===== src/rtl/riscv_v_lmul_sequencer_pkg.sv =====
// Shared types for the LMUL register-group sequencer: FSM state,
// LMUL/SEW encodings and the micro-op record seen by execute.
package riscv_v_pkg;

  localparam int UOP_EB_W = 16;  // holds elem_base for VLEN up to 32768

  typedef enum logic {IDLE, ISSUE} riscv_v_seq_state_e;

  typedef logic [1:0] riscv_v_lmul_t;
  typedef logic [1:0] riscv_v_sew_t;

  typedef struct packed {
    logic [4:0]          vd;
    logic [4:0]          vs1;
    logic [4:0]          vs2;
    logic [2:0]          idx;
    logic [UOP_EB_W-1:0] elem_base;
    logic                first;
    logic                last;
  } riscv_v_uop_t;

endpackage


===== src/rtl/riscv_v_lmul_sequencer_if.sv =====
// Decode-side instruction handshake and execute-side micro-op handshake.
// master = surrounding pipeline, slave = sequencer.
interface riscv_v_lmul_sequencer_if #(
  parameter int ELEM_W = 8
);
  import riscv_v_pkg::*;

  logic              in_valid;
  logic              in_ready;
  riscv_v_lmul_t     in_lmul;
  riscv_v_sew_t      in_sew;
  logic [ELEM_W-1:0] in_vl;
  logic [4:0]        in_vd;
  logic [4:0]        in_vs1;
  logic [4:0]        in_vs2;
  logic              in_is_reduct;
  logic              in_is_mask;
  logic              in_use_vs1;
  logic              flush;

  logic              uop_valid;
  logic              uop_ready;
  logic [4:0]        uop_vd;
  logic [4:0]        uop_vs1;
  logic [4:0]        uop_vs2;
  logic [2:0]        uop_idx;
  logic [ELEM_W-1:0] uop_elem_base;
  logic              uop_first;
  logic              uop_last;
  logic              busy;
  logic              illegal;

  modport master (
    output in_valid, in_lmul, in_sew, in_vl, in_vd, in_vs1, in_vs2,
           in_is_reduct, in_is_mask, in_use_vs1, flush, uop_ready,
    input  in_ready, uop_valid, uop_vd, uop_vs1, uop_vs2, uop_idx,
           uop_elem_base, uop_first, uop_last, busy, illegal
  );

  modport slave (
    input  in_valid, in_lmul, in_sew, in_vl, in_vd, in_vs1, in_vs2,
           in_is_reduct, in_is_mask, in_use_vs1, flush, uop_ready,
    output in_ready, uop_valid, uop_vd, uop_vs1, uop_vs2, uop_idx,
           uop_elem_base, uop_first, uop_last, busy, illegal
  );

endinterface


===== src/rtl/riscv_v_lmul_sequencer_uop_count.sv =====
// Combinational group sizing: elements per register, micro-op count
// (min of group size and registers touched by vl) and alignment legality.
module riscv_v_uop_count
  import riscv_v_pkg::*;
#(
  parameter int VLEN   = 128,
  parameter int ELEM_W = $clog2(VLEN) + 1
) (
  input  riscv_v_lmul_t     lmul_i,
  input  riscv_v_sew_t      sew_i,
  input  logic [ELEM_W-1:0] vl_i,
  input  logic [4:0]        vd_i,
  input  logic [4:0]        vs1_i,
  input  logic [4:0]        vs2_i,
  input  logic              is_reduct_i,
  input  logic              is_mask_i,
  input  logic              use_vs1_i,
  output logic [ELEM_W-1:0] epr_o,
  output logic [3:0]        n_o,
  output logic              legal_o
);

  localparam int EPR_MAX_LOG = $clog2(VLEN / 8);

  logic [ELEM_W:0] regs_needed;
  logic [3:0]      grp;
  logic [4:0]      amask;

  always_comb begin
    epr_o = ELEM_W'((VLEN / 8) >> sew_i);
    // EPR is a power of two, so ceil(vl/EPR) is a rounded-up shift
    regs_needed = ({1'b0, vl_i} + {1'b0, epr_o} - (ELEM_W+1)'(1))
                  >> (EPR_MAX_LOG - int'(sew_i));
    grp   = 4'd1 << lmul_i;
    n_o   = (regs_needed > (ELEM_W+1)'(grp)) ? grp : regs_needed[3:0];
    amask = 5'(grp - 4'd1);
    legal_o = ((vs2_i & amask) == 5'd0)
           && (is_mask_i || is_reduct_i || ((vd_i & amask) == 5'd0))
           && (!use_vs1_i || is_reduct_i || ((vs1_i & amask) == 5'd0));
  end

endmodule


===== src/rtl/riscv_v_lmul_sequencer.sv =====
// Expands one LMUL-grouped vector instruction into per-register micro-ops,
// skipping trailing registers beyond vl and rejecting misaligned groups.
module riscv_v_lmul_sequencer
  import riscv_v_pkg::*;
#(
  parameter int VLEN   = 128,
  parameter int ELEM_W = $clog2(VLEN) + 1
) (
  input logic                      clk,
  input logic                      rst,
  riscv_v_lmul_sequencer_if.slave  bus
);

  riscv_v_seq_state_e state_q, state_d;

  logic [4:0]        vd_q, vs1_q, vs2_q;
  logic [ELEM_W-1:0] epr_q;
  logic [3:0]        n_q;
  logic [2:0]        idx_q;
  logic              red_q, mask_q, use1_q;
  logic              illegal_q;

  logic [ELEM_W-1:0] epr;
  logic [3:0]        n;
  logic              legal;
  logic              issue, fire, last, accept, start, in_ready;
  riscv_v_uop_t      uop;

  riscv_v_uop_count #(.VLEN(VLEN), .ELEM_W(ELEM_W)) u_count (
    .lmul_i      (bus.in_lmul),
    .sew_i       (bus.in_sew),
    .vl_i        (bus.in_vl),
    .vd_i        (bus.in_vd),
    .vs1_i       (bus.in_vs1),
    .vs2_i       (bus.in_vs2),
    .is_reduct_i (bus.in_is_reduct),
    .is_mask_i   (bus.in_is_mask),
    .use_vs1_i   (bus.in_use_vs1),
    .epr_o       (epr),
    .n_o         (n),
    .legal_o     (legal)
  );

  assign issue    = (state_q == ISSUE);
  assign last     = (idx_q == 3'(n_q - 4'd1));
  assign fire     = issue && bus.uop_ready;
  assign in_ready = !rst && !bus.flush && (!issue || (fire && last));
  assign accept   = bus.in_valid && in_ready;
  assign start    = accept && legal && (n != 4'd0);

  // state register
  always_ff @(posedge clk) begin
    if (rst) state_q <= IDLE;
    else     state_q <= state_d;
  end

  // next-state
  always_comb begin
    state_d = state_q;
    if (bus.flush) begin
      state_d = IDLE;
    end else begin
      case (state_q)
        IDLE:    if (start) state_d = ISSUE;
        ISSUE:   if (fire && last) state_d = start ? ISSUE : IDLE;
        default: state_d = IDLE;
      endcase
    end
  end

  // captured instruction and group position
  always_ff @(posedge clk) begin
    if (rst) begin
      vd_q <= '0; vs1_q <= '0; vs2_q <= '0;
      epr_q <= '0; n_q <= '0; idx_q <= '0;
      red_q <= 1'b0; mask_q <= 1'b0; use1_q <= 1'b0;
      illegal_q <= 1'b0;
    end else begin
      illegal_q <= accept && !legal;
      if (accept) begin
        vd_q   <= bus.in_vd;
        vs1_q  <= bus.in_vs1;
        vs2_q  <= bus.in_vs2;
        epr_q  <= epr;
        n_q    <= n;
        idx_q  <= 3'd0;
        red_q  <= bus.in_is_reduct;
        mask_q <= bus.in_is_mask;
        use1_q <= bus.in_use_vs1;
      end else if (fire && !last) begin
        idx_q <= idx_q + 3'd1;
      end
    end
  end

  // outputs: derived only from registered state, so a stall holds them
  always_comb begin
    uop           = '0;
    uop.vs2       = vs2_q + 5'(idx_q);
    uop.vs1       = (use1_q && !red_q) ? vs1_q + 5'(idx_q) : vs1_q;
    uop.vd        = (mask_q || red_q) ? vd_q : vd_q + 5'(idx_q);
    uop.idx       = idx_q;
    uop.elem_base = UOP_EB_W'(epr_q * ELEM_W'(idx_q));
    uop.first     = issue && (idx_q == 3'd0);
    uop.last      = issue && last;
  end

  assign bus.in_ready      = in_ready;
  assign bus.uop_valid     = issue;
  assign bus.busy          = issue;
  assign bus.illegal       = illegal_q;
  assign bus.uop_vd        = uop.vd;
  assign bus.uop_vs1       = uop.vs1;
  assign bus.uop_vs2       = uop.vs2;
  assign bus.uop_idx       = uop.idx;
  assign bus.uop_elem_base = uop.elem_base[ELEM_W-1:0];
  assign bus.uop_first     = uop.first;
  assign bus.uop_last      = uop.last;

endmodule

===== src/flat_wrapper.sv =====
// flat-port wrapper written by rule: the top's interface ports become plain ports
module riscv_v_lmul_sequencer_flat import riscv_v_pkg::*;
#(
  parameter int VLEN   = 128,
  parameter int ELEM_W = $clog2(VLEN) + 1
)
  (clk, rst, bus_in_valid, bus_in_lmul, bus_in_sew, bus_in_vl, bus_in_vd, bus_in_vs1, bus_in_vs2, bus_in_is_reduct, bus_in_is_mask, bus_in_use_vs1, bus_flush, bus_uop_ready, bus_in_ready, bus_uop_valid, bus_uop_vd, bus_uop_vs1, bus_uop_vs2, bus_uop_idx, bus_uop_elem_base, bus_uop_first, bus_uop_last, bus_busy, bus_illegal);
  riscv_v_lmul_sequencer_if #(.ELEM_W(ELEM_W)) bus_i ();
  input logic clk;
  input logic rst;
  input wire logic [$bits(bus_i.in_valid)-1:0] bus_in_valid;
  input wire logic [$bits(bus_i.in_lmul)-1:0] bus_in_lmul;
  input wire logic [$bits(bus_i.in_sew)-1:0] bus_in_sew;
  input wire logic [$bits(bus_i.in_vl)-1:0] bus_in_vl;
  input wire logic [$bits(bus_i.in_vd)-1:0] bus_in_vd;
  input wire logic [$bits(bus_i.in_vs1)-1:0] bus_in_vs1;
  input wire logic [$bits(bus_i.in_vs2)-1:0] bus_in_vs2;
  input wire logic [$bits(bus_i.in_is_reduct)-1:0] bus_in_is_reduct;
  input wire logic [$bits(bus_i.in_is_mask)-1:0] bus_in_is_mask;
  input wire logic [$bits(bus_i.in_use_vs1)-1:0] bus_in_use_vs1;
  input wire logic [$bits(bus_i.flush)-1:0] bus_flush;
  input wire logic [$bits(bus_i.uop_ready)-1:0] bus_uop_ready;
  output wire logic [$bits(bus_i.in_ready)-1:0] bus_in_ready;
  output wire logic [$bits(bus_i.uop_valid)-1:0] bus_uop_valid;
  output wire logic [$bits(bus_i.uop_vd)-1:0] bus_uop_vd;
  output wire logic [$bits(bus_i.uop_vs1)-1:0] bus_uop_vs1;
  output wire logic [$bits(bus_i.uop_vs2)-1:0] bus_uop_vs2;
  output wire logic [$bits(bus_i.uop_idx)-1:0] bus_uop_idx;
  output wire logic [$bits(bus_i.uop_elem_base)-1:0] bus_uop_elem_base;
  output wire logic [$bits(bus_i.uop_first)-1:0] bus_uop_first;
  output wire logic [$bits(bus_i.uop_last)-1:0] bus_uop_last;
  output wire logic [$bits(bus_i.busy)-1:0] bus_busy;
  output wire logic [$bits(bus_i.illegal)-1:0] bus_illegal;
  assign bus_i.in_valid = bus_in_valid;
  assign bus_i.in_lmul = bus_in_lmul;
  assign bus_i.in_sew = bus_in_sew;
  assign bus_i.in_vl = bus_in_vl;
  assign bus_i.in_vd = bus_in_vd;
  assign bus_i.in_vs1 = bus_in_vs1;
  assign bus_i.in_vs2 = bus_in_vs2;
  assign bus_i.in_is_reduct = bus_in_is_reduct;
  assign bus_i.in_is_mask = bus_in_is_mask;
  assign bus_i.in_use_vs1 = bus_in_use_vs1;
  assign bus_i.flush = bus_flush;
  assign bus_i.uop_ready = bus_uop_ready;
  assign bus_in_ready = bus_i.in_ready;
  assign bus_uop_valid = bus_i.uop_valid;
  assign bus_uop_vd = bus_i.uop_vd;
  assign bus_uop_vs1 = bus_i.uop_vs1;
  assign bus_uop_vs2 = bus_i.uop_vs2;
  assign bus_uop_idx = bus_i.uop_idx;
  assign bus_uop_elem_base = bus_i.uop_elem_base;
  assign bus_uop_first = bus_i.uop_first;
  assign bus_uop_last = bus_i.uop_last;
  assign bus_busy = bus_i.busy;
  assign bus_illegal = bus_i.illegal;
  riscv_v_lmul_sequencer #(.VLEN(VLEN), .ELEM_W(ELEM_W)) u_core (.clk(clk), .rst(rst), .bus(bus_i));
endmodule

===== config.mk =====
export PLATFORM = sky130hd
export DESIGN_NAME = riscv_v_lmul_sequencer_flat
export DESIGN_NICKNAME = d
export VERILOG_FILES = /design/src/rtl/riscv_v_lmul_sequencer_pkg.sv /design/src/rtl/riscv_v_lmul_sequencer_if.sv /design/src/rtl/riscv_v_lmul_sequencer_uop_count.sv /design/src/rtl/riscv_v_lmul_sequencer.sv /design/src/flat_wrapper.sv
export SDC_FILE = /design/constraint.sdc
export NUM_CORES = 1
export LEC_CHECK = 0
export ABC_AREA = 1
export BUFFER_PORTS_ARGS = -buffer_cell sky130_fd_sc_hd__buf_2
export CAP_MARGIN = 40
export CORE_UTILIZATION = 60
export DETAILED_ROUTE_END_ITERATION = 7
export PLACE_DENSITY = 0.87
export SYNTH_ARGS = -nofsm -noshare
export SYNTH_HDL_FRONTEND = slang
export SYNTH_SLANG_ARGS = --single-unit

===== constraint.sdc =====
create_clock -name clk -period 8.9 [get_ports clk]
set_input_delay 1.78 -clock clk [delete_from_list [all_inputs] [get_ports clk]]
set_output_delay 1.78 -clock clk [all_outputs]
set_load 0.02 [all_outputs]

# Word level (Yosys, flattened, before mapping)
# Cells that the tools add are included.
[word_totals] ff_bits=34 in_bits=35 output_inout_bits=32 wordCells=70
[op_classes] addsub=9 n_mul=1 order_cmp=1 n_eq_ne=1 shift=3 mux=6 n_bitwise=4 n_reduce_logical=34
[op_table] operator="9-bit by 32-bit right shift with 9-bit output" count=1
[op_table] operator="5-bit by 3-bit adder with 5-bit output" count=3
[op_table] operator="5-bit AND" count=3
[op_table] operator="5-bit logical NOT" count=3
[op_table] operator="1-bit logical AND" count=14
[op_table] operator="5-bit two-way mux" count=2
[op_table] operator="8-bit by 8-bit adder with 9-bit output" count=1
[op_table] operator="9-bit by 4-bit > comparator with 1-bit output" count=1
[op_table] operator="9-bit by 1-bit subtractor with 9-bit output, second input constant" count=1
[op_table] operator="8-bit by 3-bit multiplier with 8-bit output" count=1
[op_table] operator="5-bit by 2-bit right shift with 8-bit output, first input constant" count=1
[op_table] operator="1-bit logical NOT" count=7
[op_table] operator="1-bit logical OR" count=6
[op_table] operator="4-bit by 1-bit subtractor with 5-bit output, second input constant" count=1
[op_table] operator="4-bit two-way mux" count=1
[op_table] operator="4-bit nonzero test" count=1
[op_table] operator="2-bit OR reduction" count=2
[op_table] operator="1-bit by 2-bit << shifter with 4-bit output, first input constant" count=1
[op_table] operator="3-bit by 2-bit subtractor with 4-bit output, first input constant" count=1
[op_table] operator="3-bit by 1-bit adder with 3-bit output, second input constant" count=1
[op_table] operator="3-bit equality test" count=1
[op_table] operator="3-bit logical NOT" count=1
[op_table] operator="3-bit by 1-bit subtractor with 3-bit output, second input constant" count=1
[op_table] operator="1-bit two-way mux" count=2
[op_table] operator="other kinds (2)" count=2

# Longest topological paths before layout
# Gate-level depths: netlist (run 1).
[logic_depth] depth_word=12 depth_mapped=28 mapped_depth_nobuf=28

# Cells and area by module
# From an unflattened synthesis (run 1), not the netlist that was laid out.
[unflattened] hier_cells=533 hier_area_um2=3535.9
[by_module_without_submodules] module="riscv_v_lmul_sequencer" n_inst=1 cells_each=337 area_per_inst_um2=2429.8 seq_area_each_um2=680.7
[by_module_without_submodules] module="riscv_v_uop_count" n_inst=1 cells_each=196 area_per_inst_um2=1106.1 seq_area_each_um2=0.0

# Worst setup path after synthesis (run 1)
# Ideal clock, no wire load.
[synth_timing] kind="input -> register" startpoint="input bus_in_sew[0]" endpoint="register u_core.state_q, in the netlist u_core.bus.busy" setup_time_ns=0.117 arrival_time_ns=5.128 required_ns=8.783 setup_slack_ns=3.654 cell_stages=28 path_buffers=0 path_cell_list="inv_1 ha_1 clkinv_1 ha_1 inv_1 ha_1 nand2_1 nor2_1 nand3_1 nand2_1 nand2_1 nand2_1 nand2_1 nand2_1 nand2_1 o21ai_0 ha_1 a21oi_1 o21ai_0 a21o_1 a21oi_1 nand2_1 nand2_1 nand2_1 nor2_1 nand2_1 nand2_1 a21oi_1"
[synth_between] elab_chain_cells=11 elab_cells_between_ends=12 cone_classes="add/sub (3); order compare (1); shift (2); mux (4); reduce/logical (2)"
[synth_rtl] item="start, declared" line="flat_wrapper.sv:13" rtl="input wire logic [$bits(bus_i.in_sew)-1:0] bus_in_sew;"
[synth_rtl] item="5-bit by 2-bit right shift with 8-bit output *" line="riscv_v_lmul_sequencer_uop_count.sv:30" rtl="epr_o = ELEM_W'((VLEN / 8) >> sew_i);"
[synth_rtl] item="net u_core.epr[4]" line="riscv_v_lmul_sequencer.sv:23" rtl="logic [ELEM_W-1:0] epr;"
[synth_rtl] item="8-bit by 8-bit adder with 9-bit output *" line="riscv_v_lmul_sequencer_uop_count.sv:32" rtl="regs_needed = ({1'b0, vl_i} + {1'b0, epr_o} - (ELEM_W+1)'(1))"
[synth_rtl] item="9-bit by 1-bit subtractor with 9-bit output *" line="riscv_v_lmul_sequencer_uop_count.sv:32"
[synth_rtl] item="9-bit by 32-bit right shift with 9-bit output *" line="riscv_v_lmul_sequencer_uop_count.sv:32"
[synth_rtl] item="9-bit by 4-bit > comparator with 1-bit output" line="riscv_v_lmul_sequencer_uop_count.sv:35" rtl="n_o = (regs_needed > (ELEM_W+1)'(grp)) ? grp : regs_needed[3:0];"
[synth_rtl] item="4-bit two-way mux *" line="riscv_v_lmul_sequencer_uop_count.sv:35"
[synth_rtl] item="4-bit nonzero test *" line="riscv_v_lmul_sequencer.sv:49" rtl="assign start = accept && legal && (n != 4'd0);"
[synth_rtl] item="1-bit logical AND *" line="riscv_v_lmul_sequencer.sv:49"
[synth_rtl] item="1-bit two-way mux *" line="riscv_v_lmul_sequencer.sv:64, riscv_v_lmul_sequencer.sv:65"
[synth_rtl] item="1-bit two-way mux" line="riscv_v_lmul_sequencer.sv:65" rtl="ISSUE: if (fire && last) state_d = start ? ISSUE : IDLE;"
[synth_rtl] item="1-bit one-hot mux with 2 select lines *" line="riscv_v_lmul_sequencer.sv:63" rtl="case (state_q)"
[synth_rtl] item="end signal, assigned" line="riscv_v_lmul_sequencer.sv:54" rtl="else state_q <= state_d;"
[synth_rtl] item="end, declared" line="riscv_v_lmul_sequencer.sv:14" rtl="riscv_v_seq_state_e state_q, state_d;"
# Mark *: on every way through the listed nets, which the timed path passes. The rest lies on a longest branch.
# A chain may end at the register's enable or synchronous reset.

# Worst setup path in the final report (run 1)
# Ends and elaborated chain as after synthesis.

==> results by stage, run 1 <==
Final layout:
- The antenna cell count is 0.
- The net count of the finished layout is 588.
- The area added between synthesis and finish is 14.12%.
- Cells with a size suffix above 1 make up 15.75% of the layout.
- The final instance area is 0.003387 mm².

Synthesis:
- Sequential cells were found to cover 20.24% of the synthesized design area.
- After synthesis the netlist holds a flip-flop and latch count of 30.
- Measured against the total synthesized area, the mux share comes to 0%.
- The dominant combinational cell family by area after synthesis is simple AND/OR/NAND/NOR gates.
- Of the total synthesized cell area, the portion taken by AND, OR, NAND and NOR gates is 24.92%.
- The synthesized netlist occupies a cell area of 0.002968 mm².
- The synthesized net count is 528.
- The number of synthesis warnings is 0.
- Synthesis produced a netlist whose cell count is 448.
- The count of different cell masters after synthesis is 36.
- After Yosys synthesis, XOR and XNOR cells account for 4.427% of the synthesized area.
- The synthesized netlist devotes 13.58% of its cell area to compound gates.
- The average instance in the mapped netlist occupies 6.625 µm².
- After Yosys synthesis, full adders, half adders and majority gates account for 20.74% of the synthesized area.

Clock network:
- The clock transition at the registers of the reported paths is 0.06 ns.
- After clock tree synthesis, the setup repair step added 0 buffers.
- The maximum clock insertion buffer count is 2.
- The number of gates resized after cts is 0.
- The number of buffers inserted by hold repair at cts is 0.
- The clock latency at the later pin of the worst-skew pair is 0.29 ns.
- The cell sitting at the root of the clock tree is a clkbuf_8.
- The deepest level of the CTS H-tree is 2.
- TritonCTS created 5 clock buffers.
- TritonCTS built the clock tree.
- The sink count of the clock tree is 30.

Timing:
- Setup violations remaining at the end of the flow were counted as 0.
- The worst path uses 66.21% of the clock period.
- Setup repair after global routing left no endpoint under its margin.
- Hold timing on the final database bottoms out at a slack of 0.4744 ns.
- The final period demand of the worst path is 5.893 ns.
- The worst max-slew margin expressed relative to the limit is 61.02%.
- On the final layout, the worst clock skew is 0.009939 ns.
- In the final timing run, aggregate negative setup slack is 0 ns.
- At the pin with the least slew margin, the transition time is 0.5838 ns.
- The number of pins with negative max-slew slack in the final report is 0.
- The hold violation count in the final report was 0.
- For this run, the top clock speed supported by timing is 0.1697 GHz.

Worst setup path:
- The maximum single-stage delay on the critical path is 0.35 ns.
- The type of the setup path with the least slack is primary input to register.
- The nature of the critical path endpoint is a register.
- The most numerous cell on the critical path is nand2_1.
- In this run the worst path has a maximum fanout of 15.
- Among all stages on the critical path, the largest delay is contributed by ha_1.
- The worst setup path is launched from a primary input.
- Counting both buffers and inverters, the worst setup path holds a total of 4.
- The largest delay contributor family on the critical path is adder cells.
- Data on the critical path arrives at its endpoint at 6.06 ns.
- At the worst endpoint, the required time is 9.07 ns.

Global routing:
- The wire length of the first global-routing pass is 11,710 µm.
- The via count of the first global-routing pass is 2,842.
- Entering global routing, the biggest net connects 18 pins.
- Global routing used 28.19% of the available tracks across all layers.
- The remaining global-route overflow is 0.
- The initial antenna violation count was 0.

Power:
- The static leakage is 0.001926 µW.
- The peak ir drop on the vdd network is 0.00006420 V.
- Power spread over the standard cell area amounts to 115.5 mW/mm².

Die:
- The vertical extent of the die is 72.33 µm.
- The core region area is 0.004755 mm².
- In this run the core area contains 25 standard-cell rows.
- The area of the die is 0.005232 mm².
- The number of placed I/O pins is 67.
- For this configuration, the core starts out at a cell density of 62.42%.
- In this run the horizontal extent of the chip is 72.33 µm.

Status:
- The flow ran to the end, and the final reports show no timing, DRC or antenna violations.

Drt:
- In this run, the number of DRC markers left after iteration 0 of detailed routing was 305.
- The post-detailed-route DRC marker count is 0.
- The amount of wire on met2 after detailed routing is 3311 µm.
- Wires add up to 7134 µm.
- Wire segments on met3 add up to 451 µm in the final route.
- The routed layout has 3,041 vias.
- The number of detailed-route iterations in the first pass is 5.
- The detailed router put a total of 3182 µm of wire on met1.
- Routed signal wires occupy layers up through met4.
- The antenna violation net count after detailed routing is 0.
- Using the TritonRoute via totals, the vias-per-cell ratio works out to 5.289.
- Dividing the detail-routed wire length by the instance count gives 12.41 µm.

Job:
- The number of max-capacitance violations reported is 0.

Placement:
- Detailed placement finished with a half-perimeter wire length of 5679 µm.
- Routability-driven placement finished with a final weighted congestion of 0.8566.
- Port buffering added 65 buffers.
- After detailed placement, the total cell area comes to 0.003308 mm².

Min path:
- The class of the tightest hold or removal check is register to register.
-- Yosys cell counts --
master      n  share of area [%]
nor2_1     19                2.4
buf_2       2               0.34
nand3b_1    1               0.25
o21ai_0    21                3.5
dfxtp_1    30                 20
clkbuf_2    2               0.34
o22ai_1    17                3.6
clkinv_1    2               0.25
a32o_1      1               0.34
a21oi_4     1               0.55
a32oi_1     1               0.30
o221ai_1    1               0.30
xnor2_1     4                1.2
or2_1       1               0.21
nand2_2     1               0.21
xor2_1     11                3.2
conb_1      1               0.13
buf_4       3               0.76
ha_1       38                 16
or2_2       2               0.42
buf_6       2               0.76
a311oi_1    1               0.30
inv_2       1               0.13
o211ai_1    2               0.51
a21oi_1    18                3.0
inv_1     102                 13
fa_1        7                4.7
nand2_1    99                 13
nand4_1     5                1.1
a31oi_1     1               0.21
o21ai_1     4               0.67
a21o_1      1               0.25
nand4_2     1               0.42
nand3b_4    1               0.67
clkbuf_1    4               0.51
nand3_1    40                6.7
-- sequential cells by signal, indices dropped and copies added, names as in the netlist --
name	count
u_core.red_q	1
u_core.vs2_q	5
u_core.bus.busy	1
u_core.mask_q	1
u_core.epr_q	4
u_core.use1_q	1
u_core.bus.illegal	1
u_core.vd_q	5
u_core.n_q	3
u_core.bus.uop_idx	3
u_core.vs1_q	5
-- path summary, 6_finish.rpt --
kind                                   start  cells after the start  slack (ns)                          to
hold / removal    u_core.n_q[2]$_SDFFE_PP0P_                      2        0.47  u_core.n_q[2]$_SDFFE_PP0P_
setup / recovery               bus_in_sew[0]                     29        3.01  u_core.bus.busy$_SDFF_PP0_
setup reg to reg  u_core.n_q[0]$_SDFFE_PP0P_                     12        5.90  u_core.mask_q$_SDFFE_PP0P_
hold reg to reg   u_core.n_q[2]$_SDFFE_PP0P_                      2        0.47  u_core.n_q[2]$_SDFFE_PP0P_
-- cells in the final DEF, fill, tap and decap left out --
cell      netlist  routed
o21ai_0        21      21
inv_1         102     102
nor2_1         19      19
xor2_1         11      11
a32oi_1         1       1
inv_2           1       1
or2_1           1       1
dfxtp_1        30      30
nand4_2         1       1
buf_6           2       1
xnor2_1         4       4
a32o_1          1       1
o22ai_1        17      17
nand3_1        40      40
clkbuf_8        0       5
a21o_1          1       1
nand3b_1        1       1
nand2_2         1       1
o21ai_1         4       4
or2_2           2       2
a311oi_1        1       1
buf_2           2      65
conb_1          1       1
a21oi_4         1       1
nand2_1        99      99
o211ai_1        2       2
o221ai_1        1       1
clkinv_2        0       2
nand3b_4        1       1
nand4_1         5       5
ha_1           38      38
a31oi_1         1       1
clkinv_1        2       2
a21oi_1        18      18
fa_1            7       7
-- layout make-up --
| cell class | count | area (µm²) |
|---|---|---|
| multi-input cells | 300 | 1893 |
| well taps | 67 | 83.83 |
| fillers | 416 | 1368 |
| repair buffers | 66 | 336.6 |
| flip-flops and latches | 30 | 600.6 |
| inverters | 105 | 394.1 |
| clock buffers | 5 | 68.82 |
| clock inverters | 2 | 10.01 |
-- cell families after synthesis --
| family | count (synthesis) |
|---|---|
| flops | 30 |
| fa+ha+maj | 45 |
| xor+xnor | 15 |
| simple gates | 170 |
| other cells | 1 |
| compound gates | 69 |
| buf+inv | 118 |
-- per-layer routing --
metal | GRT usage [%] | up-vias
li1 | - | 1542
met1 | 34.51 | 1345
met2 | 48.91 | 129
met3 | 5.417 | 25
met4 | 10.46 | 0
met5 | 0 | -
-- per-stage QoR --
| step | instances | worst slack (ns) | util (%) | total power [µW] |
|---|---|---|---|---|
| finish | 575 | 3.007 | 71.24 | 391.1 |
| global route | 575 | 2.508 | 71.24 | 420.0 |
| detailed placement | 568 | 2.820 | 69.58 | 287.0 |
| global placement | 567 | 3.149 | 69.34 | 281.2 |
| CTS | 575 | 3.070 | 71.24 | 388.3 |
| floorplan | 448 | 3.654 | - | 250.7 |
-- worst register-to-register path, stage by stage (launching register included) --
cell and delay [ns]:
dfxtp_1 0.33, inv_1 0.07, ha_1 0.21, xnor2_1 0.17, xor2_1 0.19, nand4_2 0.17
nand3b_4 0.22, a21oi_4 0.16, nand2_2 0.25, inv_2 0.30, or2_1 0.46, buf_6 0.24
o22ai_1 0.09
-- report_power, final --
part	switching, µW	total [µW]	internal [µW]
clock	51.6	104	52.3
sequential	4.07	145	141
combinational	90.2	143	52.3
(Power assumes the default switching activity.)
==> run 2, diff against run 1 <==
- ABC_AREA: 1 -> 0
- CORE_UTILIZATION: 60 -> 51
- PLACE_DENSITY: 0.87 -> 0.78
- clock period: 8.9 -> 4.9 ns (I/O delays scaled with it)
==> run 2 against run 1 <==
Effect of this change:
- wire length up 27%
- clock power up 82%
- register-to-register slack worse by 3.6 ns
- sequential power up 83%
- critical path depth down 8
- design area up 22%
- first-iteration DRC count down 19%
- largest cell class unchanged
==> results by stage, run 2 <==
Status:
- Result of the run: finished, final reports clean (unchanged).

Synthesis:
- The XOR/XNOR share of the synthesized area was 4.661% (was 4.427%).
- The average cell area after synthesis came to 7.751 µm² (was 6.625 µm²).
- The most frequent cell after synthesis is nand2_1 (was inv_1).
- The dominant combinational cell family by area after synthesis is compound AO/OA/AOI/OAI gates (was simple AND/OR/NAND/NOR gates).
- The synthesized net count is 506 (was 528).
- The area fraction in and, or, nand and nor cells after synthesis is 23.08% (was 24.92%).
- The share of the synthesized area in compound gates (AO/OA/AOI/OAI) is 23.42% (was 13.58%).
- Top cells by area in the synthesized netlist: dfxtp_1, ha_1, nand2_1, inv_1, nand3b_1 (was dfxtp_1, ha_1, inv_1, nand2_1, nand3_1).
- Commonest cells in the netlist: nand2_1, inv_1, ha_1 (was inv_1, nand2_1, nand3_1).
- The count of different cell masters after synthesis is 65 (was 36).
- The mapped cell area came to 0.003302 mm² (was 0.002968 mm²).
- The post-synthesis instance total is 426 (was 448).
- The adder and majority gate portion of the synthesized area came to 18.64% (was 20.74%).
- The top flip-flop cell by instance count after synthesis was dfxtp_1 (unchanged).
- The number of synthesis warnings was 0 (unchanged).
- The number of synthesized flops with an enable pin is 0 (unchanged).
- The cell accounting for the most synthesized area is dfxtp_1 (unchanged).
- The post-synthesis async set-or-reset flop share is 0% (unchanged).
- The post-synthesis sequential area ratio is 18.19% (was 20.24%).
- The post-synthesis register bit count is 30 (unchanged).
- The area share of the largest cell type after synthesis came to 18.19% (was 20.24%).
- The mux cell area share after synthesis is 2.008% (was 0%).

Worst setup path:
- The nature of the critical path endpoint was a register (unchanged).
- The endpoint required time on the critical path is 5.09 ns (was 9.07 ns).
- The arrival time at the worst endpoint is 5.04 ns (was 6.06 ns).
- The worst-path maximum fanout is 5 (was 15).
- The register-to-register setup slack was 2.29 ns (was 5.90 ns).
- The slowest stage cell on the critical path was fa_2 (was ha_1).
- The maximum single-stage delay on the critical path is 0.39 ns (was 0.35 ns).
- The kind of launch point of the worst setup path was a primary input (unchanged).
- Traced cell by cell, the critical path runs through buf_6 -> ha_2 -> inv_1 -> ha_1 -> inv_1 -> ha_4 -> fa_2 -> buf_6 -> a211o_1 -> a21oi_2 -> o211ai_1 -> nor4_1 -> o21ai_1 -> ha_1 -> nor2b_4 -> o21a_1 -> o21a_1 -> o21ai_2 -> nand3_2 -> o21a_1 -> o311ai_2.
- The number of buffers and inverters on the critical path is 4 (unchanged).
- The type of the setup path with the least slack is primary input to register (unchanged).
- The most numerous cell on the critical path is o21a_1 (was nand2_1).
- The largest delay contributor family on the critical path is compound AO/OA/AOI/OAI gates (was adder cells).

Power:
- The total net switching power came to 332.6 µW (was 145.9 µW).
- The static leakage came to 0.002068 µW (was 0.001926 µW).
- The combinational cell fraction of total power is 48.9% (was 36.4%).
- The switching fraction of total power is 37.43% (was 37.29%).
- The peak ir drop on the vdd network is 0.0001537 V (was 0.00006420 V).
- The total power per unit cell area came to 214.2 mW/mm² (was 115.5 mW/mm²).
- The internal power of the cells came to 555.9 µW (was 245.3 µW).
- The relative contribution of the clock network to total power was 21.2% (was 26.6%).
- The part of the total power dissipated in sequential elements came to 29.9% (was 37.0%).

Global routing:
- The pin count of the biggest net entering global routing is 31 (was 18).
- The overall track demand over capacity in global routing is 26.53% (was 28.19%).
- The remaining global-route overflow was 0 (unchanged).
- The initial antenna violation count is 0 (unchanged).
- The wire length of the first global-routing pass is 13,830 µm (was 11,710 µm).
- The via count of the first global-routing pass came to 3,011 (was 2,842).

Final layout:
- The share of the core filled with cells is 68.04% (was 71.24%).
- The area of the multi-input gates is 0.002476 mm² (was 0.001893 mm²).
- The antenna cell count was 0 (unchanged).
- The fraction of layout cells with a size suffix above 1 was 29.90% (was 15.75%).
- The most frequent standard cell in the layout excluding fill and tap cells is buf_2 (was inv_1).
- The net count of the finished layout is 595 (was 588).
- The post-route non-filler standard cell count is 590 (was 575).
- The final instance area is 0.004148 mm² (was 0.003387 mm²).
- The area added between synthesis and finish is 25.62% (was 14.12%).
- The number of fill cells was 515 (was 416).
- The combined flip-flop and latch cell area is 600.6 µm² (unchanged).
- Leading cell types in the layout, fill and taps excluded: buf_2, nand2_1, inv_1 (was inv_1, nand2_1, buf_2).
- Biggest registers after layout: u_core.vd_q (5), u_core.vs1_q (5), u_core.vs2_q (5) (unchanged).

Die:
- The number of placed I/O pins is 67 (unchanged).
- The vertical extent of the die came to 82.47 µm (was 72.33 µm).
- The die span in x is 82.47 µm (was 72.33 µm).
- The starting density of the core is 54.17% (was 62.42%).
- The cell row count was 28 (was 25).
- The core region area came to 0.006096 mm² (was 0.004755 mm²).
- The area of the die is 0.006800 mm² (was 0.005232 mm²).

Clock network:
- The sink count of the clock tree came to 30 (unchanged).
- The clock transition at the registers of the reported paths came to 0.06 ns (about the same).
- The maximum clock insertion buffer count is 2 (unchanged).
- The clock latency at the later pin of the worst-skew pair is 0.28 ns (was 0.29 ns).
- The master cell of the clock root buffer is clkbuf_8 (unchanged).
- The number of buffers inserted by hold repair at cts is 0 (unchanged).
- The deepest level of the CTS H-tree is 2 (unchanged).
- The total clock buffers created by CTS is 5 (unchanged).
- The TritonCTS clock tree is done (unchanged).

Timing:
- The number of failing setup endpoints in the final timing report came to 0 (unchanged).
- The number of pins with negative max-slew slack in the final report is 0 (unchanged).
- The final cycle utilization of the critical path is 98.98%.
- Based on the critical path, the design can be clocked at up to 0.2062 GHz.
- The hold violation count in the final report came to 0 (unchanged).
- The clock tree skew after final layout is 0.01059 ns (was 0.009939 ns).
- The worst max-slew margin expressed relative to the limit came to 62.72% (was 61.02%).
- The slew at the pin closest to its max-slew limit was 0.5584 ns (was 0.5838 ns).
- The slack of the critical path came to 0.04981 ns (was 3.007 ns).
- The final period demand of the worst path is 4.850 ns.
- The final hold slack is 0.4887 ns (was 0.4744 ns).

Placement:
- The cell area after placement is 0.003911 mm² (was 0.003308 mm²).
- The detailed placer's ending HPWL is 6744 µm (was 5679 µm).
- The placed instance count is 578 (was 568).
- The number of buffers added on ports was 65 (unchanged).
- The weighted congestion at the end of routability-driven global placement is 0.9416 (was 0.8566).
- The worst slack at placement was -0.2932 ns (was 2.820 ns).

Drt:
- The number of vias per cell after detailed routing is 5.841 (was 5.289).
- The via count was 3,446 (was 3,041).
- The routed length per placed instance is 15.31 µm (was 12.41 µm).
- The routed wire length is 9032 µm (was 7134 µm).
- The number of detailed-route iterations in the first pass is 5 (unchanged).
- The number of violations reported at the end of detailed-routing iteration 0 was 248 (was 305).
- The antenna violation net count after detailed routing is 0 (unchanged).
- The post-detailed-route DRC marker count came to 0 (unchanged).

Min path:
- The class of the tightest hold or removal check is register to register (unchanged).

Job:
- The number of max-capacitance violations reported is 0 (unchanged).
## run 2: cell count changes in the layout (fill, tap and decap cells not counted), sizes merged, moves of 15 or more
cell and delta:
inv -52, nand3b +18, buf +42, nand2 -45
nand3 -35, o22ai -15
## run 2: per-layer routing
metal | global-route usage, % | up-vias | routed length (µm)
met3 | 3.187 | 19 | 415
met2 | 47.36 | 125 | 4635
met5 | 0 | - | 0
met1 | 34.18 | 1639 | 3854
met4 | 5.088 | 0 | 127
li1 | - | 1663 | -
## run 2: cell type report
type,instances,area share (%)
clock buffer,5,1.659
sequential,30,14.48
multi-input combinational,319,59.70
clock inverter,2,0.2413
timing repair buffer,108,16.98
inverter,51,4.676
tap,75,2.262
## run 2: worst min-delay path, delay by kind of cell (launching register included)
kind | cells | cell delay [ns]
flops | 1 | 0.32
simple gates | 2 | 0.13
## run 2: cell families after synthesis
| logic type | after synthesis |
|---|---|
| AO/OA/AOI/OAI | 109 |
| XOR/XNOR | 16 |
| adder cells (fa/ha/maj) | 45 |
| buffers and inverters | 77 |
| flip-flops | 30 |
| multiplexers | 5 |
| other | 1 |
| AND/OR/NAND/NOR | 143 |
## run 2: per-stage QoR
stage | total power [µW] | setup TNS, ns
2_1_floorplan | 514.1 | 0
3_3_place_gp | 635.4 | -0.2360
3_5_place_dp | 649.6 | -0.8937
4_1_cts | 836.8 | 0
5_1_grt | 938.5 | -0.2750
6_report | 888.4 | 0
## run 2: timing repair
| item | 4_1_cts | 5_1_grt |
|---|---|---|
| setup buffers | 0 | 5 |
| pin swaps | 0 | 15 |
| gates resized for setup | 1 | 30 |
| endpoints found under the setup margin | 1 | 4 |
## run 2: worst paths after layout
path | startpoint | to | cells past startpoint
max reg2reg | u_core.bus.uop_idx[2]$_SDFFE_PP0P_ | u_core.n_q[0]$_SDFFE_PP0P_ | 7
min | u_core.mask_q$_SDFFE_PP0P_ | u_core.mask_q$_SDFFE_PP0P_ | 2
max | bus_in_sew[0] | u_core.n_q[0]$_SDFFE_PP0P_ | 21
min reg2reg | u_core.mask_q$_SDFFE_PP0P_ | u_core.mask_q$_SDFFE_PP0P_ | 2
## run 2: power by group through the flow
stage	sequential, µW	clock [µW]	combinational (µW)
2_1_floorplan	269	0	245
3_3_place_gp	270	0	365
3_5_place_dp	271	0	379
4_1_cts	265	189	383
5_1_grt	267	201	471
6_report	265	189	434
==> run 3, diff against run 2 <==
- BUFFER_PORTS_ARGS: -buffer_cell sky130_fd_sc_hd__buf_2 -> unset
- CORE_UTILIZATION: 51 -> 59
- DONT_BUFFER_PORTS: unset -> 1
- MAX_ROUTING_LAYER: unset -> met4
==> run 3 against run 2 <==
Effect of this change:
- clock skew down 0.0049 ns
- largest cell class unchanged
- cell count down 16%
- worst setup slack improved by 0.20 ns
==> results by stage, run 3 (same netlist as run 2, synthesis figures left out) <==
Status:
- Result of the run: finished, final reports clean (unchanged).

Power:
- The static leakage was 0.001623 µW (was 0.002068 µW).
- The total power is 788.4 µW (was 888.4 µW).
- The peak ir drop on the vdd network was 0.0001444 V (was 0.0001537 V).
- The total power per unit cell area is 224.6 mW/mm² (was 214.2 mW/mm²).

Min path:
- The class of the tightest hold or removal check is register to register (unchanged).
- The worst hold path cell count is 2 (unchanged).

Timing:
- The clock tree skew after final layout is 0.005687 ns (was 0.01059 ns).
- The final period demand of the worst path is 4.645 ns (was 4.850 ns).
- Setup repair after global routing left no endpoint under its margin.
- The final cycle utilization of the critical path is 94.80% (was 98.98%).
- The final hold slack is 0.4842 ns (was 0.4887 ns).
- The number of failing setup endpoints in the final timing report was 0 (unchanged).
- The slew at the pin closest to its max-slew limit is 0.8535 ns (was 0.5584 ns).
- The hold violation count in the final report is 0 (unchanged).
- The achievable clock frequency came to 0.2153 GHz (was 0.2062 GHz).
- The number of pins with negative max-slew slack in the final report is 0 (unchanged).
- The worst max-slew margin expressed relative to the limit is 42.67% (was 62.72%).

Drt:
- The via count is 3,016 (was 3,446).
- The routed length per placed instance is 16.08 µm (was 15.31 µm).
- The post-detailed-route DRC marker count came to 0 (unchanged).
- The number of vias per cell after detailed routing is 6.093 (was 5.841).
- The routed wire length was 7961 µm (was 9032 µm).
- The number of violations reported at the end of detailed-routing iteration 0 is 163 (was 248).
- The antenna violation net count after detailed routing is 0 (unchanged).
- The number of detailed-route iterations in the first pass is 5 (unchanged).

Final layout:
- The number of fill cells is 473 (was 515).
- The area added between synthesis and finish is 6.328% (was 25.62%).
- The fraction of layout cells with a size suffix above 1 is 11.06% (was 29.90%).
- The final instance area is 0.003511 mm² (was 0.004148 mm²).
- Leading cell types in the layout, fill and taps excluded: nand2_1, inv_1, ha_1 (was buf_2, nand2_1, inv_1).
- The share of the core filled with cells came to 67.03% (was 68.04%).
- The most frequent standard cell in the layout excluding fill and tap cells is nand2_1 (was buf_2).
- The antenna cell count is 0 (unchanged).
- Biggest registers after layout: u_core.vd_q (5), u_core.vs1_q (5), u_core.vs2_q (5) (unchanged).
- The net count of the finished layout is 504 (was 595).

Clock network:
- The clock transition at the registers of the reported paths came to 0.07 ns (was 0.06 ns).
- The sink count of the clock tree was 30 (unchanged).
- The total clock buffers created by CTS is 5 (unchanged).
- The master cell of the clock root buffer is clkbuf_8 (unchanged).
- The deepest level of the CTS H-tree was 2 (unchanged).
- The TritonCTS clock tree is done (unchanged).
- The number of buffers inserted by hold repair at cts is 0 (unchanged).
- The clock latency at the later pin of the worst-skew pair came to 0.28 ns (about the same).
- The maximum clock insertion buffer count is 2 (unchanged).

Global routing:
- The global-route met1 utilization came to 36.32% (was 34.18%).
- The overall track demand over capacity in global routing came to 28.75% (was 26.53%).
- The most used routing layer is met2 (unchanged).
- The pin count of the biggest net entering global routing is 31 (unchanged).
- The via count of the first global-routing pass is 2,980 (was 3,011).
- The wire length of the first global-routing pass is 13,590 µm (was 13,830 µm).
- The met2 track utilization from global routing came to 49.02% (was 47.36%).
- The met3 track demand over resource is 3.929% (was 3.187%).
- The initial antenna violation count was 0 (unchanged).
- The remaining global-route overflow is 0 (unchanged).

Worst setup path:
- The nature of the critical path endpoint was a register (unchanged).
- The arrival time at the worst endpoint is 4.83 ns (was 5.04 ns).
- The kind of launch point of the worst setup path is a primary input (unchanged).
- The type of the setup path with the least slack is primary input to register (unchanged).
- The worst-path maximum fanout was 17 (was 5).
- The endpoint required time on the critical path is 5.08 ns (was 5.09 ns).
- The depth of the worst register-to-register path was 7 (unchanged).

Die:
- The vertical extent of the die is 76.81 µm (was 82.47 µm).
- The cell row count came to 26 (was 28).
- The starting density of the core is 63.04% (was 54.17%).
- The number of placed I/O pins is 67 (unchanged).
- The area of the die is 0.005900 mm² (was 0.006800 mm²).
- The die span in x was 76.81 µm (was 82.47 µm).
- The core region area is 0.005238 mm² (was 0.006096 mm²).

Placement:
- The cell area after placement is 0.003402 mm² (was 0.003911 mm²).
- The weighted congestion at the end of routability-driven global placement was 0.9736 (was 0.9416).
- The detailed placer's ending HPWL is 6155 µm (was 6744 µm).
- The number of buffers added on ports is 0 (was 65).

Job:
- The number of max-capacitance violations reported was 0 (unchanged).
-- run 3: cell types whose count changed in the layout (fill, tap and decap cells not counted), sizes merged --
| cell | before | now |
|---|---|---|
| clkinvlp | 0 | 1 |
| inv | 51 | 50 |
| clkbuf | 5 | 6 |
| buf | 108 | 17 |
-- run 3: routing by layer --
layer / vias up / part of all wire, % / routed length (µm)
li1: 1478 / - / -
met3: 4 / 5.1 / 406
met4: 0 / 0.24 / 19
met2: 94 / 50 / 3990
met5: - / 0 / 0
met1: 1440 / 45 / 3544
-- run 3: repair_timing --
action,CTS,global route
endpoints found under the setup margin,0,3
setup buffers,0,1
resized for setup,0,2
-- run 3: final timing paths --
check / from / slack (ns) / to
worst min register to register: u_core.use1_q$_SDFFE_PP0P_ / 0.48 / u_core.use1_q$_SDFFE_PP0P_
worst max-delay path: bus_in_sew[0] / 0.25 / u_core.n_q[0]$_SDFFE_PP0P_
worst min-delay path: u_core.use1_q$_SDFFE_PP0P_ / 0.48 / u_core.use1_q$_SDFFE_PP0P_
worst max register to register: u_core.bus.uop_idx[2]$_SDFFE_PP0P_ / 1.82 / u_core.vd_q[4]$_SDFFE_PP0P_
-- run 3: power by group --
group | switching, µW | internal, µW
sequential | 9.85 | 256
clock | 96.1 | 113
combinational | 181 | 133
-- run 3: final cells by class --
cell class,instances,area (µm²),area share (%)
clock buffers,6,82.58,2.352
clock inverters,2,12.51,0.3564
inverters,51,191.4,5.453
multi-input cells,319,2381,67.82
flip-flops and latches,30,600.6,17.11
well taps,70,87.58,2.495
repair buffers,17,155.1,4.419
-- run 3: through the flow --
step                      worst slack, ns  std cells  setup TNS [ns]
after detailed placement          -0.1079        486         -0.2587
after floorplan                   0.06152        426               0
after CTS                          0.1520        494               0
after global placement            0.04761        484               0
after global routing              0.01867        495               0
final                              0.2546        495               0
-- run 3: critical path, cell delays in order --
cell	delay [ns]
ha_1	0.12
inv_1	0.05
ha_1	0.26
inv_1	0.04
ha_1	0.20
fa_2	0.38
a211oi_4	0.28
o21ai_1	0.12
mux2_2	0.30
o41ai_1	0.35
o21ai_1	0.18
ha_1	0.33
nor2b_1	0.13
o21a_1	0.16
o21a_1	0.17
o21ai_2	0.17
nand3_2	0.14
o21a_1	0.23
o311ai_2	0.20
